### src/rtl/unified_mem_arbiter.sv
// Arbitrates one single-ported, variable-latency memory between instruction fetch
// and the MEM stage, generating the pipeline stall and a sticky bus-timeout flag.
module unified_mem_arbiter #(
    parameter int AW      = 32,
    parameter int DW      = 32,
    parameter int TIMEOUT = 255
) (
    input  logic          clk,
    input  logic          rst_n,
    input  logic          if_req,
    input  logic [AW-1:0] if_addr,
    output logic          if_done,
    output logic [DW-1:0] if_rdata,
    input  logic          d_rd,
    input  logic          d_wr,
    input  logic [AW-1:0] d_addr,
    input  logic [DW-1:0] d_wdata,
    output logic          d_done,
    output logic [DW-1:0] d_rdata,
    output logic          stall,
    output logic          bus_err,
    output logic          mem_req,
    output logic          mem_we,
    output logic [AW-1:0] mem_addr,
    output logic [DW-1:0] mem_wdata,
    input  logic          mem_ready,
    input  logic          mem_rvalid,
    input  logic [DW-1:0] mem_rdata
);

    typedef enum logic [2:0] {IDLE, D_ISSUE, D_WAIT, F_ISSUE, F_WAIT} state_t;

    localparam logic [7:0] TMO = 8'(TIMEOUT);

    state_t        state_q, state_d;
    logic          last_data_q, last_data_d;
    logic [7:0]    cnt_q, cnt_d;
    logic          mem_req_q, mem_req_d;
    logic          mem_we_q, mem_we_d;
    logic [AW-1:0] mem_addr_q, mem_addr_d;
    logic [DW-1:0] mem_wdata_q, mem_wdata_d;
    logic          if_done_q, if_done_d;
    logic          d_done_q, d_done_d;
    logic [DW-1:0] if_rdata_q, if_rdata_d;
    logic [DW-1:0] d_rdata_q, d_rdata_d;
    logic          bus_err_q, bus_err_d;

    logic d_req, d_go, f_go, timed_out;

    assign d_req     = d_rd | d_wr;
    // A requester still holds its request during its own done cycle; masking
    // it there keeps the finished access from being granted a second time.
    assign d_go      = d_req & ~d_done_q;
    assign f_go      = if_req & ~if_done_q;
    assign timed_out = (cnt_q == TMO);

    assign stall     = (d_req & ~d_done_q) | (if_req & ~if_done_q);
    assign if_done   = if_done_q;
    assign if_rdata  = if_rdata_q;
    assign d_done    = d_done_q;
    assign d_rdata   = d_rdata_q;
    assign bus_err   = bus_err_q;
    assign mem_req   = mem_req_q;
    assign mem_we    = mem_we_q;
    assign mem_addr  = mem_addr_q;
    assign mem_wdata = mem_wdata_q;

    always_comb begin
        state_d     = state_q;
        last_data_d = last_data_q;
        cnt_d       = cnt_q;
        mem_req_d   = mem_req_q;
        mem_we_d    = mem_we_q;
        mem_addr_d  = mem_addr_q;
        mem_wdata_d = mem_wdata_q;
        if_done_d   = 1'b0;
        d_done_d    = 1'b0;
        if_rdata_d  = if_rdata_q;
        d_rdata_d   = d_rdata_q;
        bus_err_d   = bus_err_q;

        if (state_q != IDLE && cnt_q != 8'hFF) begin
            cnt_d = cnt_q + 8'd1;
        end

        case (state_q)
            IDLE: begin
                if (d_go && (!f_go || !last_data_q)) begin
                    state_d     = D_ISSUE;
                    last_data_d = 1'b1;
                    cnt_d       = 8'd0;
                    mem_req_d   = 1'b1;
                    mem_we_d    = d_wr;
                    mem_addr_d  = d_addr;
                    mem_wdata_d = d_wdata;
                end else if (f_go) begin
                    state_d     = F_ISSUE;
                    last_data_d = 1'b0;
                    cnt_d       = 8'd0;
                    mem_req_d   = 1'b1;
                    mem_we_d    = 1'b0;
                    mem_addr_d  = if_addr;
                end
            end
            D_ISSUE, F_ISSUE: begin
                if (mem_ready) begin
                    mem_req_d = 1'b0;
                    mem_we_d  = 1'b0;
                    if (state_q == D_ISSUE && mem_we_q) begin
                        state_d  = IDLE;
                        d_done_d = 1'b1;
                    end else begin
                        state_d = (state_q == D_ISSUE) ? D_WAIT : F_WAIT;
                    end
                end else if (timed_out) begin
                    state_d   = IDLE;
                    mem_req_d = 1'b0;
                    mem_we_d  = 1'b0;
                    bus_err_d = 1'b1;
                    if (state_q == D_ISSUE) begin
                        d_done_d  = 1'b1;
                        d_rdata_d = '0;
                    end else begin
                        if_done_d  = 1'b1;
                        if_rdata_d = '0;
                    end
                end
            end
            D_WAIT: begin
                if (mem_rvalid || timed_out) begin
                    state_d   = IDLE;
                    d_done_d  = 1'b1;
                    d_rdata_d = mem_rvalid ? mem_rdata : '0;
                    bus_err_d = bus_err_q | ~mem_rvalid;
                end
            end
            F_WAIT: begin
                if (mem_rvalid || timed_out) begin
                    state_d    = IDLE;
                    if_done_d  = 1'b1;
                    if_rdata_d = mem_rvalid ? mem_rdata : '0;
                    bus_err_d  = bus_err_q | ~mem_rvalid;
                end
            end
            default: state_d = IDLE;
        endcase
    end

    always_ff @(posedge clk or negedge rst_n) begin
        if (!rst_n) begin
            state_q     <= IDLE;
            last_data_q <= 1'b0;
            cnt_q       <= 8'd0;
            mem_req_q   <= 1'b0;
            mem_we_q    <= 1'b0;
            mem_addr_q  <= '0;
            mem_wdata_q <= '0;
            if_done_q   <= 1'b0;
            d_done_q    <= 1'b0;
            if_rdata_q  <= '0;
            d_rdata_q   <= '0;
            bus_err_q   <= 1'b0;
        end else begin
            state_q     <= state_d;
            last_data_q <= last_data_d;
            cnt_q       <= cnt_d;
            mem_req_q   <= mem_req_d;
            mem_we_q    <= mem_we_d;
            mem_addr_q  <= mem_addr_d;
            mem_wdata_q <= mem_wdata_d;
            if_done_q   <= if_done_d;
            d_done_q    <= d_done_d;
            if_rdata_q  <= if_rdata_d;
            d_rdata_q   <= d_rdata_d;
            bus_err_q   <= bus_err_d;
        end
    end

endmodule

### config.mk
export PLATFORM = sky130hd
export DESIGN_NAME = unified_mem_arbiter
export DESIGN_NICKNAME = d
export VERILOG_FILES = /design/src/rtl/unified_mem_arbiter.sv
export SDC_FILE = /design/constraint.sdc
export NUM_CORES = 1
export LEC_CHECK = 0
export ABC_AREA = 0
export CAP_MARGIN = 15
export CORE_AREA = 2 2 158 160
export CTS_BUF_LIST = sky130_fd_sc_hd__clkbuf_8
export CTS_CLUSTER_SIZE = 16
export DETAILED_ROUTE_END_ITERATION = 8
export DIE_AREA = 0 0 160 162
export GPL_TIMING_DRIVEN = 0
export PLACE_DENSITY = 0.52
export SLEW_MARGIN = 20
export SYNTH_ARGS = -nofsm -noshare
export SYNTH_HDL_FRONTEND = slang
export SYNTH_SLANG_ARGS = --single-unit
### constraint.sdc
create_clock -name clk -period 4 [get_ports clk]
set_input_delay 0.8 -clock clk [delete_from_list [all_inputs] [get_ports clk]]
set_output_delay 0.8 -clock clk [all_outputs]
set_load 0.02 [all_outputs]
==> impl_metrics.tcl, run 1 <==
set metrics [dict create \
    finalCritPeriodShare_pct 76.6 \
    status "completed" \
    grt_pass1_wl_mm 30.2 \
    yosys_warnings 0 \
    max_freq_mhz 326 \
    drive_gt1_share_pct 11.4 \
    area_delta_synth_final_pct 59.4 \
    worst_setup_path_end_kind "primary output" \
    post-route-drc-count 0 \
    fin_cells 1079 \
    worst_slew_pin_slew_ps 549 \
    dominantRegCellSynth "dfrtp_1" \
    first_global_vias 5333 \
    cpPeakStageDelay_ps 590 \
    grt_start_max_net_pins 77 \
    synthesis.area_mm2 0.00599 \
    clockBufferDepth 2 \
    setup_viol 0 \
    antenna_found_initial 0 \
    placed_area_mm2 0.00910 \
    synth_top_cells_by_count "dfrtp_1 (145), a32o_1 (65), nand2_1 (45)" \
    hold_violations 0 \
    fin_area_mm2 0.00955 \
    arrival_ps 2270 \
    path_cells "clkdlybuf4s50_1, o21bai_1, nand2_1, clkdlybuf4s50_1" \
    postCtsSetupRepairBufs 0 \
    max-vdd-ir-drop_v 0.000335 \
    placedCellCount 1047 \
    via_per_inst 4.58 \
    gp_congestion 0.819 \
    slew_headroom_pct 63.4 \
    path_clk_slew_ps 90 \
    totalWireLength_mm 19.3 \
    die_area_mm2 0.0259 \
    synth_edf_count 0 \
    synth_area_leaders "dfrtp_1 (61%), a32o_1 (11%), mux2i_1 (5.8%)" \
    startpoint_type "input pin" \
    io_pins 269 \
    crit_type "input pin to primary output" \
    yosysTopAreaCellShare_pct 60.6 \
    cts_resized 0 \
    cts_buffers 17 \
    worstHoldPathType "input pin to async pin" \
    p_leak_nw 3.98 \
    start_util_pct 24.9 \
    htree_levels 4 \
    dr_total_vias 4944 \
    fillers 2376 \
    tritoncts "done" \
    clockRootBuffer "clkbuf_8" \
    synth_top_cell_by_area "dfrtp_1" \
    drtAntennaViolNets 0 \
    synth.distinct_cells 48 \
    die_h_um 162 \
    dr.first_iter.drc_count 173 \
    skew_ps 12.6 \
    rows 57 \
    syn_area_per_cell_um2 13.2 \
    core_area_mm2 0.0241 \
    synth_fp_nets 591 \
    rsz0062_at_grt "false" \
    postCtsHoldBufs 0 \
    crit_top_cell "clkdlybuf4s50_1" \
    dpl.hpwl_mm 14.6 \
    r2r_cells 6 \
    finalCriticalPeriod_ps 3070 \
    portBuffers 267 \
    grt_use_total_pct 14.9 \
    final_nets 878 \
    synth-seq-cells 145 \
    drv_slew 0 \
    synth.most_common_cell "dfrtp_1" \
    die_w_um 160 \
    wl_per_cell_um 17.9 \
    clock-sinks 145 \
    grt.overflow.total 0 \
    maxCapViolCount 0 \
    diodes 0 \
    cp.required_ps 3200 \
    critPathSlowestCell "clkdlybuf4s50_1" \
    drtPass1Iterations 4 \
    fin_setup_tns_ps 0 \
    cp_max_fo 4 \
    p_total_mw 7.79 \
    synth_seq_area_share_pct 60.6 \
    power.density_mw_per_mm2 815 \
    fin_worst_hold_slack_ps 292 \
    async_flop_share_pct 100 \
    synth_cells 455 \
    insertion_delay_ps 440 \
]
[worst paths after layout]
check	end	slack, ps	from
max	stall	930	d_wr
min	if_rdata[12]	290	rst_n
max reg2reg	d_rdata[4]	2090	state_q[1]
min reg2reg	bus_err	460	bus_err
max in group asynchronous	mem_addr[27]	2910	rst_n
min in group clk	bus_err	460	bus_err
[critical path: cells and delay by family]
kind,cells,cell delay [ps]
compound gates,1,270
simple gates,1,160
buf+inv,2,1020
[cell families after synthesis]
group,after synthesis,synth area share (%)
compound gates,125,17.2
xor+xnor,1,0.146
fa+ha+maj,1,0.209
buf+inv,45,3.78
flops,145,60.6
mux,67,11.9
simple gates,71,6.20
[state kept, by name, indices dropped and copies added, names as in the netlist]
| name | cells |
|---|---|
| if_done | 1 |
| mem_we | 1 |
| bus_err | 1 |
| mem_wdata | 32 |
| last_data_q | 1 |
| d_rdata | 32 |
| mem_req | 1 |
| if_rdata | 32 |
| mem_addr | 32 |
| cnt_q | 8 |
| state_q | 3 |
| d_done | 1 |
[per-stage QoR]
step	util [%]	setup slack (ps)
finish	39.6	935
global placement	37.6	-3680
CTS	39.6	921
floorplan	-	1970
global route	39.6	847
detailed placement	37.8	929
[layout by cell type (no fill, tap or decap), types with 3 or more instances in the layout]
master | synthesis | final
clkbuf_1 | 14 | 14
o21ai_1 | 32 | 32
buf_6 | 4 | 4
nand3_1 | 4 | 4
clkdlybuf4s50_1 | 0 | 266
clkinv_4 | 0 | 4
mux2_1 | 14 | 14
bufinv_16 | 0 | 4
buf_2 | 22 | 22
nand2_1 | 45 | 45
inv_6 | 0 | 3
clkbuf_8 | 0 | 18
mux2i_1 | 35 | 35
a21o_1 | 3 | 3
dfrtp_1 | 145 | 145
mux2_2 | 18 | 18
a32o_1 | 65 | 65
o21ai_0 | 5 | 5
nor3_1 | 3 | 3
inv_1 | 5 | 6
[final cells by class]
cell class / count / area, µm² / area share (%)
clock inverters: 14 / 204 / 2.13
flip-flops and latches: 145 / 3630 / 38.0
multi-input cells: 265 / 2140 / 22.4
inverters: 5 / 18.8 / 0.196
repair buffers: 268 / 2710 / 28.3
plain buffers: 40 / 208 / 2.17
well taps: 324 / 405 / 4.24
clock buffers: 18 / 248 / 2.59
[metal layers]
metal	global-route usage, %	vias to the layer above	share of wire (%)	wire length [µm]
met3	7.46	13	12	2290
met1	17.9	2432	42	8190
met4	4.30	0	0.92	178
li1	-	2286	-	-
met5	0	-	0	0
met2	23.7	213	45	8620
[where the power goes]
part | internal [mW] | total [mW] | switching, mW
clock network | 0.709 | 1.34 | 0.628
registers | 2.14 | 2.52 | 0.378
logic | 1.93 | 3.94 | 2.00
total | 4.78 | 7.79 | 3.01
Note: power is estimated with default switching activity, not from simulation.
==> inputs of run 2 (changes only) <==
Settings changed: PLACE_DENSITY 0.52 to 0.54.
Clock period 4 ns to 2.5 ns, I/O delays scaled along.
==> run 2 against run 1 <==
Net effect: combinational power rose by 60%; clock power rose by 48%; routed wire length rose by 2.8%; sequential share of layout area rose by 0.11 points; final cell count barely moved.
==> impl_metrics.tcl, run 2 (synthesis results as in run 1) <==
set metrics [dict create \
    power.density_mw_per_mm2 1290 \
    dpl.hpwl_mm 14.5 \
    crit_type "input pin to primary output" \
    via_per_inst 4.56 \
    wl_per_cell_um 18.4 \
    clockRootBuffer "clkbuf_8" \
    cp.required_ps 2000 \
    min_from "bus_err" \
    drtAntennaViolNets 0 \
    path_cells "clkdlybuf4s50_1, o21bai_2, nand2_1, clkdlybuf4s50_1" \
    final_nets 879 \
    htree_levels 4 \
    startpoint_type "input pin" \
    pwr-share-comb_pct 51.3 \
    grt_pass1_wl_mm 31.1 \
    path_buf_inv 2 \
    die_area_mm2 0.0259 \
    antenna_found_initial 0 \
    worstHoldPathCells 1 \
    clockBufferDepth 2 \
    start_util_pct 24.9 \
    drtPass1Iterations 4 \
    post-route-drc-count 0 \
    arrival_ps 1920 \
    p_switching_mw 4.69 \
    r2r_end "mem_addr[27]" \
    maxCapViolCount 0 \
    totalWireLength_mm 19.8 \
    rr_startpoint "d_done" \
    dr.first_iter.drc_count 223 \
    ff2ff_setup_slack_ps 550 \
    sw_frac_of_total_pct 38.3 \
    grt_use_total_pct 15.5 \
    fin_cells 1078 \
    r2r_cells 6 \
    min_to "bus_err" \
    final_util_pct 39.5 \
    max_freq_mhz 413 \
    gp_congestion 0.732 \
    worst_setup_path_end_kind "primary output" \
    fin_worst_hold_slack_ps 468 \
    dr_total_vias 4915 \
    p_leak_nw 3.98 \
    status "completed" \
    finalCritPeriodShare_pct 96.7 \
    die_w_um 160 \
    crit_top_cell "clkdlybuf4s50_1" \
    cp_max_fo 4 \
    hold_violations 0 \
    tritoncts "done" \
    max-vdd-ir-drop_v 0.000501 \
    p_total_mw 12.3 \
    path_clk_slew_ps 70 \
    fillers 2427 \
    skew_ps 12.9 \
    critPathSlowestCell "clkdlybuf4s50_1" \
    placedCellCount 1047 \
    worst_slew_pin_slew_ps 590 \
    core_area_mm2 0.0241 \
    die_h_um 162 \
    cpPeakStageDelay_ps 650 \
    area_delta_synth_final_pct 59.0 \
    clock-sinks 145 \
    layout_commonest_cell "clkdlybuf4s50_1" \
    drive_gt1_share_pct 11.3 \
    place_ws_ps -73.9 \
    slew_headroom_pct 60.7 \
    grt.overflow.total 0 \
    rsz0062_at_grt "false" \
    rows 57 \
    setup_viol 0 \
    grt_start_max_net_pins 89 \
    p_clk_share_pct 16.2 \
    first_global_vias 5201 \
    io_pins 269 \
    layout_common_cells "clkdlybuf4s50_1 (266), dfrtp_1 (145), a32o_1 (65)" \
    critPathTopFamily "buffers and inverters" \
    portBuffers 267 \
    diodes 0 \
    p_int_mw 7.57 \
    worstHoldPathType "flop to flop" \
    setup_ws_ps 81.5 \
    insertion_delay_ps 440 \
    pwr-share-seq_pct 32.6 \
    cts_buffers 17 \
    finalCriticalPeriod_ps 2420 \
    drv_slew 0 \
]
-- run 2: per-stage QoR --
| step | TNS [ps] | cell area (µm²) |
|---|---|---|
| after floorplan | 0 | 5990 |
| after global placement | -799460 | 9070 |
| after detailed placement | -180 | 9100 |
| after CTS | 0 | 9520 |
| after global routing | 0 | 9530 |
| final | 0 | 9530 |
-- run 2: repair_timing --
| item | in CTS | in global routing |
|---|---|---|
| endpoints found under the setup margin | 0 | 1 |
| hold endpoints to repair | 57 | 0 |
| gates resized for setup | 0 | 1 |
| buffers inserted | 0 | 0 |
| hold buffers | 1 | 0 |
-- run 2: power groups by stage --
stage	logic (mW)	clock network, mW	registers, mW
2_1_floorplan	2.10	0	5.24
3_3_place_gp	6.35	0	4.01
3_5_place_dp	6.37	0	4.05
4_1_cts	6.39	2.07	4.01
5_1_grt	6.76	2.16	4.14
6_report	6.29	1.98	3.99
-- run 2: worst max-delay path by stage --
stage	startpoint	endpoint	slack (ps)	cells past startpoint
after floorplan	d_wr	mem_wdata[11]	770	6
after global placement	rst_n	if_rdata[21]	-5530	1
after global routing	d_wr	stall	30	4
after detailed placement	d_wr	mem_addr[27]	-70	7
final	d_wr	stall	80	4
after CTS	d_wr	stall	1	4
-- run 2: worst register-to-register path, stage by stage (launching register included) --
cell,delay (ps)
dfrtp_1,390
o21bai_2,220
a31oi_1,150
buf_2,260
buf_2,400
mux2i_1,340
o21ai_1,90
-- run 2: final cells by class --
type	instances	area, µm²	area share (%)
Clock inverter	10	135	1.42
Sequential cell	145	3630	38.1
Buffer	40	208	2.18
Timing Repair Buffer	269	2720	28.5
Multi-Input combinational cell	265	2140	22.5
Tap cell	324	405	4.26
Inverter	5	18.8	0.197
Clock buffer	20	275	2.89
-- run 2: routing by layer --
layer | share of wire [%] | global-route usage, %
met2 | 46 | 24.7
met4 | 0.60 | 3.07
met3 | 9.0 | 6.08
met5 | 0 | 0
met1 | 45 | 20.2
==> inputs of run 3 (changes only) <==
Settings changed: CORE_AREA 2 2 158 160 to 2 2 122 124, DIE_AREA 0 0 160 162 to 0 0 124 126, PLACE_DENSITY 0.54 to 0.81.
Clock period 2.5 ns to 2.6 ns, I/O delays scaled along.
==> run 3 against run 2 <==
Net effect: critical endpoint unchanged; critical path depth did not move; die area fell by 40%; non-clock buffer count did not move; clock power fell by 10%.
==> impl_metrics.tcl, run 3 (synthesis results as in run 1) <==
set metrics [dict create \
    die_h_um 126 \
    portBuffers 267 \
    final_util_pct 65.2 \
    drtPass1Iterations 5 \
    crit_type "input pin to primary output" \
    slew_headroom_pct 64.3 \
    antenna_found_initial 0 \
    drv_slew 0 \
    worst_setup_path_end_kind "primary output" \
    first_global_vias 5299 \
    tritoncts "done" \
    worstHoldPathType "flop to flop" \
    p_switching_mw 4.49 \
    layout_commonest_cell "clkdlybuf4s50_1" \
    area_delta_synth_final_pct 55.9 \
    diodes 0 \
    dr_total_vias 5044 \
    finalCriticalPeriod_ps 2460 \
    rows 44 \
    dr.first_iter.drc_count 252 \
    drive_gt1_share_pct 11.1 \
    dpl.hpwl_mm 13.9 \
    path_clk_slew_ps 80 \
    pwr-share-seq_pct 33.1 \
    pwr-share-comb_pct 51.7 \
    p_leak_nw 3.98 \
    hold_violations 0 \
    path_cells "clkdlybuf4s50_1, o21bai_2, nand2_1, clkdlybuf4s50_1" \
    startpoint_type "input pin" \
    start_util_pct 41.9 \
    wl_per_cell_um 19.5 \
    cp.required_ps 2080 \
    cp_max_fo 4 \
    arrival_ps 1940 \
    cts_buffers 17 \
    via_per_inst 5.37 \
    clockBufferDepth 2 \
    status "completed" \
    htree_levels 4 \
    core_area_mm2 0.0143 \
    power.density_mw_per_mm2 1250 \
    die_w_um 124 \
    crit_top_cell "clkdlybuf4s50_1" \
    skew_ps 13.3 \
    drtAntennaViolNets 0 \
    p_clk_share_pct 15.2 \
    clockRootBuffer "clkbuf_8" \
    grt_pass1_wl_mm 28.2 \
    totalWireLength_mm 18.4 \
    placedCellCount 907 \
    fin_cells 940 \
    grt_start_max_net_pins 80 \
    die_area_mm2 0.0156 \
    rsz0062_at_grt "false" \
    multiInputGateArea_mm2 0.00214 \
    ff_latch_area_mm2 0.00363 \
    worst_slew_pin_slew_ps 535 \
    p_int_mw 7.23 \
    max-vdd-ir-drop_v 0.000624 \
    sw_frac_of_total_pct 38.3 \
    max_freq_mhz 407 \
    gp_congestion 0.813 \
    fillers 1095 \
    layout_common_cells "clkdlybuf4s50_1 (266), dfrtp_1 (145), a32o_1 (65)" \
    finalCritPeriodShare_pct 94.5 \
    post-route-drc-count 0 \
    grt_use_total_pct 23.9 \
    critPathSlowestCell "clkdlybuf4s50_1" \
    setup_viol 0 \
    insertion_delay_ps 460 \
    cpPeakStageDelay_ps 660 \
    maxCapViolCount 0 \
    io_pins 269 \
    grt.overflow.total 0 \
    final_nets 879 \
    clock-sinks 145 \
    postCtsSetupRepairBufs 0 \
]
-- run 3: cell count changes in the layout (fill, tap and decap cells not counted) --
cell / previous run / this run
clkinvlp_4: 0 / 1
clkbuf_8: 20 / 18
inv_6: 1 / 0
clkinv_2: 3 / 4
inv_1: 6 / 9
-- run 3: routing by layer --
metal	track usage, %	part of all wire (%)	vias up
met2	39.3	48	252
met1	26.6	36	2456
met4	12.0	3.9	0
met3	9.56	12	46
li1	-	-	2290
met5	0	0	-
-- run 3: power by group through the flow --
stage                     combinational [mW]  sequential (mW)  clock (mW)
after floorplan                         2.02             5.04           0
after global placement                  5.95             3.85           0
after CTS                               6.13             3.88        1.82
after global routing                    6.46             4.00        1.92
final                                   6.06             3.88        1.78
after detailed placement                6.10             3.91           0
-- run 3: area by class of cell --
cell class	instances	share of cell area, %
repair buffers	269	29.1
multi-input cells	265	22.9
plain buffers	40	2.22
flip-flops and latches	145	38.9
clock buffers	18	2.65
inverters	5	0.201
well taps	184	2.47
clock inverters	14	1.61
-- run 3: worst paths after layout --
| check | cells after the start | start | slack (ps) | end |
|---|---|---|---|---|
| max in group asynchronous | 3 | rst_n | 1220 | mem_addr[3] |
| setup / recovery | 4 | d_wr | 140 | stall |
| hold / removal | 1 | bus_err | 460 | bus_err |
| hold reg to reg | 1 | bus_err | 460 | bus_err |
| min in group asynchronous | 2 | rst_n | 600 | if_rdata[16] |
| setup reg to reg | 6 | d_done | 650 | mem_addr[27] |
-- run 3: timing repair --
action                                 in CTS  in global routing
gates resized for setup                     0                  1
endpoints found under the hold margin       1                  0
setup endpoints to repair                   0                  1
hold buffers                                1                  0
-- run 3: through the flow --
step | setup TNS (ps) | cell area, µm² | total power [mW] | setup slack, ps | hold WS (ps)
after global placement | -642800 | 8890 | 9.81 | -4440 | 445
after floorplan | 0 | 5990 | 7.06 | 845 | 224
after detailed placement | 0 | 8930 | 10.0 | 1.32 | 448
after CTS | 0 | 9340 | 11.8 | 70.3 | 466
after global routing | 0 | 9340 | 12.4 | 93.1 | 483
final | 0 | 9340 | 11.7 | 144 | 463
-- run 3: critical path: cells and delay by family --
kind / cells / cell delay [ps]
buf+inv: 2 / 1180
simple gates: 1 / 120
compound gates: 1 / 110
